==> src/rtl/arb_pkg.sv <==
// Shared state encoding and counter width for the shared-resource arbiter.
package arb_pkg;

    localparam int unsigned HOLD_W = 8;

    typedef enum logic [1:0] {
        IDLE = 2'd0,
        BUSY = 2'd1,
        GAP  = 2'd2
    } arb_state_e;

endpackage

==> src/rtl/rr_pick.sv <==
// Combinational round-robin picker: first requester at or after last_owner+1, wrapping mod N.
module rr_pick #(
    parameter int unsigned N  = 4,
    parameter int unsigned IW = $clog2(N)
) (
    input  logic [N-1:0]  req,
    input  logic [IW-1:0] last_owner,
    output logic [IW-1:0] owner,
    output logic          any
);

    logic [IW-1:0] idx;

    // Scan farthest-first so the nearest candidate after last_owner is the final write
    always_comb begin
        owner = '0;
        idx   = '0;
        any   = |req;
        for (int i = int'(N); i >= 1; i--) begin
            idx = IW'((32'(last_owner) + 32'(i)) % N);
            if (req[idx]) begin
                owner = idx;
            end
        end
    end

endmodule

==> src/rtl/res_arbiter.sv <==
// Round-robin arbiter granting N requesters bounded bursts of access to one shared
// valid/ready resource, returning registered results tagged with the owner.
module res_arbiter
    import arb_pkg::*;
#(
    parameter int unsigned N        = 4,
    parameter int unsigned W        = 8,
    parameter int unsigned MAX_HOLD = 8
) (
    input  logic           clk,
    input  logic           rst_n,
    input  logic [N-1:0]   req,
    input  logic [N*W-1:0] din,
    output logic [N-1:0]   gnt,
    output logic [W-1:0]   res_x,
    output logic           res_valid,
    input  logic           res_ready,
    input  logic [W-1:0]   res_y,
    output logic [W-1:0]   dout,
    output logic [N-1:0]   dout_valid
);

    localparam int unsigned IW = $clog2(N);

    arb_state_e        state_q, state_d;
    logic [IW-1:0]     owner_q, owner_d;
    logic [IW-1:0]     last_owner_q, last_owner_d;
    logic [HOLD_W-1:0] hold_cnt_q, hold_cnt_d, hold_inc;
    logic [N-1:0]      gnt_q, gnt_d;
    logic [N-1:0]      dout_valid_q, dout_valid_d;
    logic [W-1:0]      dout_q, dout_d;
    logic [IW-1:0]     pick;
    logic              pick_any;
    logic              owner_req;
    logic              xfer;

    rr_pick #(
        .N  (N),
        .IW (IW)
    ) u_pick (
        .req        (req),
        .last_owner (last_owner_q),
        .owner      (pick),
        .any        (pick_any)
    );

    // Owner's request and data routed straight to the resource port
    always_comb begin
        owner_req = 1'b0;
        res_x     = '0;
        for (int unsigned k = 0; k < N; k++) begin
            if (owner_q == IW'(k)) begin
                owner_req = req[k];
                res_x     = din[k*W +: W];
            end
        end
    end

    assign res_valid = (state_q == BUSY) && owner_req;
    assign xfer      = res_valid && res_ready;
    assign hold_inc  = hold_cnt_q + HOLD_W'(1);

    always_comb begin
        state_d      = state_q;
        owner_d      = owner_q;
        last_owner_d = last_owner_q;
        hold_cnt_d   = hold_cnt_q;
        gnt_d        = gnt_q;
        dout_d       = dout_q;
        dout_valid_d = '0;

        if (xfer) begin
            hold_cnt_d   = hold_inc;
            dout_d       = res_y;
            dout_valid_d = N'(1) << owner_q;
        end

        case (state_q)
            IDLE: begin
                if (pick_any) begin
                    state_d    = BUSY;
                    owner_d    = pick;
                    hold_cnt_d = '0;
                    gnt_d      = N'(1) << pick;
                end
            end
            BUSY: begin
                // A final transfer at the hold limit still completes this cycle
                if (!owner_req || (xfer && (hold_inc == HOLD_W'(MAX_HOLD)))) begin
                    state_d = GAP;
                    gnt_d   = '0;
                end
            end
            GAP: begin
                state_d      = IDLE;
                last_owner_d = owner_q;
            end
            default: begin
                state_d = IDLE;
                gnt_d   = '0;
            end
        endcase
    end

    always_ff @(posedge clk or negedge rst_n) begin
        if (!rst_n) begin
            state_q      <= IDLE;
            owner_q      <= '0;
            last_owner_q <= IW'(N - 1);
            hold_cnt_q   <= '0;
            gnt_q        <= '0;
            dout_q       <= '0;
            dout_valid_q <= '0;
        end else begin
            state_q      <= state_d;
            owner_q      <= owner_d;
            last_owner_q <= last_owner_d;
            hold_cnt_q   <= hold_cnt_d;
            gnt_q        <= gnt_d;
            dout_q       <= dout_d;
            dout_valid_q <= dout_valid_d;
        end
    end

    assign gnt        = gnt_q;
    assign dout       = dout_q;
    assign dout_valid = dout_valid_q;

endmodule

==> config.mk <==
export PLATFORM = sky130hd
export DESIGN_NAME = res_arbiter
export DESIGN_NICKNAME = d
export VERILOG_FILES = /design/src/rtl/arb_pkg.sv /design/src/rtl/rr_pick.sv /design/src/rtl/res_arbiter.sv
export SDC_FILE = /design/constraint.sdc
export NUM_CORES = 1
export LEC_CHECK = 0
export ABC_AREA = 1
export CAP_MARGIN = 20
export CELL_PAD_IN_SITES_DETAIL_PLACEMENT = 2
export CELL_PAD_IN_SITES_GLOBAL_PLACEMENT = 2
export CORE_ASPECT_RATIO = 0.75
export CORE_MARGIN = 1.5
export CORE_UTILIZATION = 25
export CTS_CLUSTER_DIAMETER = 120
export CTS_CLUSTER_SIZE = 10
export DETAILED_ROUTE_END_ITERATION = 16
export PLACE_DENSITY = 0.9
export SETUP_SLACK_MARGIN = 0.1
export SLEW_MARGIN = 0
export SYNTH_ARGS = -nofsm -noshare
export SYNTH_HDL_FRONTEND = slang
export SYNTH_HIERARCHICAL = 1
export SYNTH_SLANG_ARGS = --single-unit
==> constraint.sdc <==
create_clock -name clk -period 4.59 [get_ports clk]
set_clock_uncertainty 0.15 [all_clocks]
set_input_delay 0.918 -clock clk [delete_from_list [all_inputs] [get_ports clk]]
set_output_delay 0.918 -clock clk [all_outputs]
set_load 0.005 [all_outputs]
== Word-level counts from Yosys, hierarchy flattened ==
Cells that the tools add are included.

* Bits of input ports: 47
* Logic and storage cells: 68
* Output and inout bits: 25
* Flip-flop bits (word level): 30

* Order comparisons: 4
* Mux-type cells: 30
* Shift-type cells: 2
* Reductions and logical operators: 11
* Eq/ne operators: 8
* $add $sub $neg: 5
* Bitwise operators: 1

{| class="wikitable"
|+ Operators with widths
! kind !! number
|-
| $mux 8 || 7
|-
| $lt 2x3->1 const B || 4
|-
| $mux 2 || 6
|-
| $mux 4 || 3
|-
| $pmux 4 s3 || 1
|-
| $add 8x1->8 const B || 1
|-
| $bmux 1 s2 || 4
|-
| $eq 8x4->1 const B || 1
|-
| $mux 1 || 8
|-
| $shl 1x2->4 const A || 2
|-
| $eq 2x2->1 const B || 3
|-
| $add 2x1->2 const B || 2
|-
| $add 2x2->2 const B || 2
|-
| $eq 2x1->1 const B || 2
|-
| $logic_not 2->1 || 2
|-
| $pmux 2 s2 || 1
|-
| $reduce_and 2->1 || 2
|-
| $reduce_or 4->1 || 1
|-
| $logic_and 1x1->1 || 3
|-
| $reduce_and 3->1 || 1
|-
| $ne 2x1->1 const B || 1
|-
| $ne 2x2->1 const B || 1
|-
| $logic_not 1->1 || 1
|-
| $logic_or 1x1->1 || 1
|-
| $not 1->1 || 1
|}

== Longest topological paths before layout ==
* Depth in word-level cells: 11
* Mapped depth: 15
* Mapped depth without buffers: 14

== Modules after synthesis ==
The synthesis kept the hierarchy.

{| class="wikitable"
|+ By module, submodules not included
! module !! area an instance (um^2) !! cells each !! sequential area each (um^2) !! instances
|-
| res_arbiter || 1,642.8 || 216 || 753.2 || 1
|-
| rr_pick || 266.5 || 51 || 0.0 || 1
|}

== Worst setup path after synthesis ==
No wires, ideal clock.

* Kind: in2out
* Start point: input req[0]
* End point: output res_valid
* Stages on the path: 6
* Data required time: 3,522 ps
* Buffers on the path: 0
* Setup slack: 2,177 ps
* Arrival time: 1,345 ps
* Cells stage by stage: o21ai_1 > nand2_1 > o21ai_2 > nand2_2 > nand2_1 > inv_2

* Word-level cells in the longest chain between the ends: 5

{| class="wikitable"
|+ RTL lines
! element !! line !! text
|-
| start: declaration || res_arbiter.sv:12 || <nowiki>input logic [N-1:0] req,</nowiki>
|-
| $mux 1 (4 in a row) || res_arbiter.sv:52 || <nowiki>if (owner_q == IW'(k)) begin</nowiki>
|-
| $logic_and 1x1->1 || res_arbiter.sv:59 || <nowiki>assign res_valid = (state_q == BUSY) && owner_req;</nowiki>
|-
| end: declaration || res_arbiter.sv:16 || <nowiki>output logic res_valid,</nowiki>
|}

Every way passes these cells.

== Worst setup path in the final report ==
Ends and elaborated chain as after synthesis.

==> metrics <==
Initial Util 25.9%; hpwl dp about 5400 µm; vias in the first global route 2336; Die W around 100 µm; full die area 0.00818 mm²; # Post-CTS Setup Buffers 0; final RePlAce weighted congestion 0.722; number of CTS-inserted buffers 5; Placed Cells 432; layout cell share with drive strength beyond 1 11.8%; drt total wl 6800 µm; RSZ-0062 raised after global routing no; clock root cell clkbuf_8; DRT antenna net count 0; Rows 27; register bit count reported by yosys 30; Slew headroom 56.5%; CP startpoint kind input pin; Syn Area/Cell between 7 and 8 µm²; min-delay src gnt[1]; Vias/cell roughly 4.7; # diodes 0; met3 wire len around 380 µm; CP Data Arrival Time 2.44 ns; crit share post-route 76.4%; M1 WL 2870 µm; internal cell power around 0.94 mW; max_cap viols 0; metal2 WL about 3500 µm; TNS Setup 0 ns; Yosys top cell area share 36.7%; total power draw 1.67 mW; Slowest cell on crit path clkdlybuf4s50_1; deepest clock path buffer count 2; depth of the CTS H-tree 2; Hold Fails Final Rpt 0; core area 0.00736 mm²; Psw 0.734 mW; port bufs 71; clk_lat worst skew about 0.27 ns; Worst Setup SP req[0]; largest net degree at the start of global routing 31; syn nets 315; r2r startpoint owner_q[0]; Sw Ratio 44.0%; hold_buf cts 0; 1st-pass router iterations 4; die height 78.7 µm; CTS tree built; Area contributors post-synth dfrtp_1 (37%), nand2_1 (18%), nand3_1 (5.5%); via total after detailed routing 2049; CP endpoint kind output port; LEAKAGE about 1.3 nW; worst slew pin tran 0.653 ns; status finished, final reports clean; Clock Power Share roughly 16%; initial antenna violation count 0; Seq/Total Area, Yosys around two fifths; first-pass GRT wire length 11300 µm; R2R depth 7; synth unique cells 31; Synth area leader dfrtp_1; CP peak stage delay 0.52 ns; Crit Path Class in2out; Pwr per Cell Area 596 mW/mm²; grt total ovfl 0; synthesis warning total 6; top achievable clock speed 285 MHz; cells after synthesis between 200 and 300; most common cell after layout, fill and taps aside nand2_1; Tot GR Track Use between 15 and 20%; Hold Crit Class reg2reg; Worst path top cell family by delay buffers and inverters; Clock Pin Slew Worst Setup and Hold Paths 0.06 ns; Post-Syn Area 0.00191 mm²; # IOs 72; Critical Path Fanout Max 3; Initial DRC Count 68; final worst path period need approximately 3.5 ns; fin cells 439; fillers 913; Top Metal Used met4; endpoints failing setup 0; Required @ worst endpoint 3.52 ns; WHS Path Cells 2; sequential share of power 28.5%; CTS Sinks 30; synth-to-layout area growth 46.7%; DR WL/cell 15.5 µm; DRC Markers 0; commonest non-fill, non-tap cells in the layout nand2_1 (92), clkdlybuf4s50_1 (71), dfrtp_1 (28), inv_1 (23), nand3_1 (21); Final Slew Violations 0; Nets 386; Crit path buffers/inverters 3; combinational share of power 55.2%; Levels on crit path 8; Post-CTS Resized 0; CP Cell Sequence clkdlybuf4s50_1, o21ai_1, nand2_1, o21ai_2, nand2_2, nand2_1, inv_2, clkdlybuf4s50_1; VDD IR-drop max 0.175 mV
[through the flow]
| stage | hold slack [ns] | worst slack (ns) | area (µm²) | utilization, % |
|---|---|---|---|---|
| global route | 0.363 | 0.891 | 2800 | 38.0 |
| global placement | 0.305 | 1.12 | 2690 | 36.5 |
| floorplan | 0.315 | 2.18 | 1910 | - |
| CTS | 0.337 | 1.05 | 2800 | 38.0 |
| finish | 0.330 | 1.08 | 2800 | 38.0 |
| detailed placement | 0.322 | 1.07 | 2690 | 36.5 |
[cell type report]
| cell class | instances | area [µm²] | area share (%) |
|---|---|---|---|
| sequential | 30 | 753 | 26.9 |
| timing repair buffer | 72 | 718 | 25.6 |
| clock buffer | 6 | 82.6 | 2.95 |
| clock inverter | 1 | 30.0 | 1.07 |
| tap | 101 | 126 | 4.51 |
| inverter | 31 | 121 | 4.33 |
| multi-input combinational | 198 | 968 | 34.6 |
[synth_stat cells, drive strengths merged]
| master | number |
|---|---|
| o21ai | 19 |
| nand2 | 104 |
| nor2 | 20 |
| a21oi | 8 |
| buf | 8 |
| a221oi | 2 |
| xor2 | 1 |
| ha | 1 |
| nand3 | 23 |
| o21a | 1 |
| nor3 | 7 |
| o21bai | 1 |
| dfstp | 2 |
| inv | 31 |
| dfrtp | 28 |
| nand4 | 8 |
| a21boi | 1 |
| nand3b | 2 |
[kinds of logic after synthesis]
kind of cell             share of synthesized area (%)
AND/OR/NAND/NOR                                   39.1
XOR/XNOR                                         0.459
adder cells (fa/ha/maj)                          0.655
buffers and inverters                             9.83
flip-flops                                        39.4
AO/OA/AOI/OAI                                     10.6
[state kept, by name, indices dropped and copies added (netlist names)]
name and flops:
hold_cnt_q 8, owner_q 2, last_owner_q 2, dout_valid 4
gnt 4, dout 8, state_q 2
[power groups by stage]
stage / Combinational (mW) / Sequential, mW / Clock, mW
finish: 0.922 / 0.476 / 0.272
global route: 1.04 / 0.490 / 0.293
CTS: 0.938 / 0.477 / 0.278
detailed placement: 0.933 / 0.477 / 0
global placement: 0.870 / 0.475 / 0
floorplan: 0.587 / 0.426 / 0
[worst min-delay path: stages (launching register included)]
cell and delay, ns:
dfrtp_1 0.35, nand2_1 0.06, nand2_1 0.05
[routing by layer]
metal / vias to the layer above / track usage, %
li1: 994 / -
met4: 0 / 2.08
met2: 51 / 33.1
met5: - / 0
met1: 1000 / 19.3
met3: 4 / 4.98
[worst paths after layout]
kind                                    to  slack [ns]
hold reg to reg                     gnt[1]        0.33
setup reg to reg             hold_cnt_q[6]        2.26
setup / recovery                 res_valid        1.08
min in group asynchronous    dout_valid[1]        0.90
hold / removal                      gnt[1]        0.33
max in group asynchronous  last_owner_q[0]        3.07
Note: power is estimated with default switching activity, not from simulation.
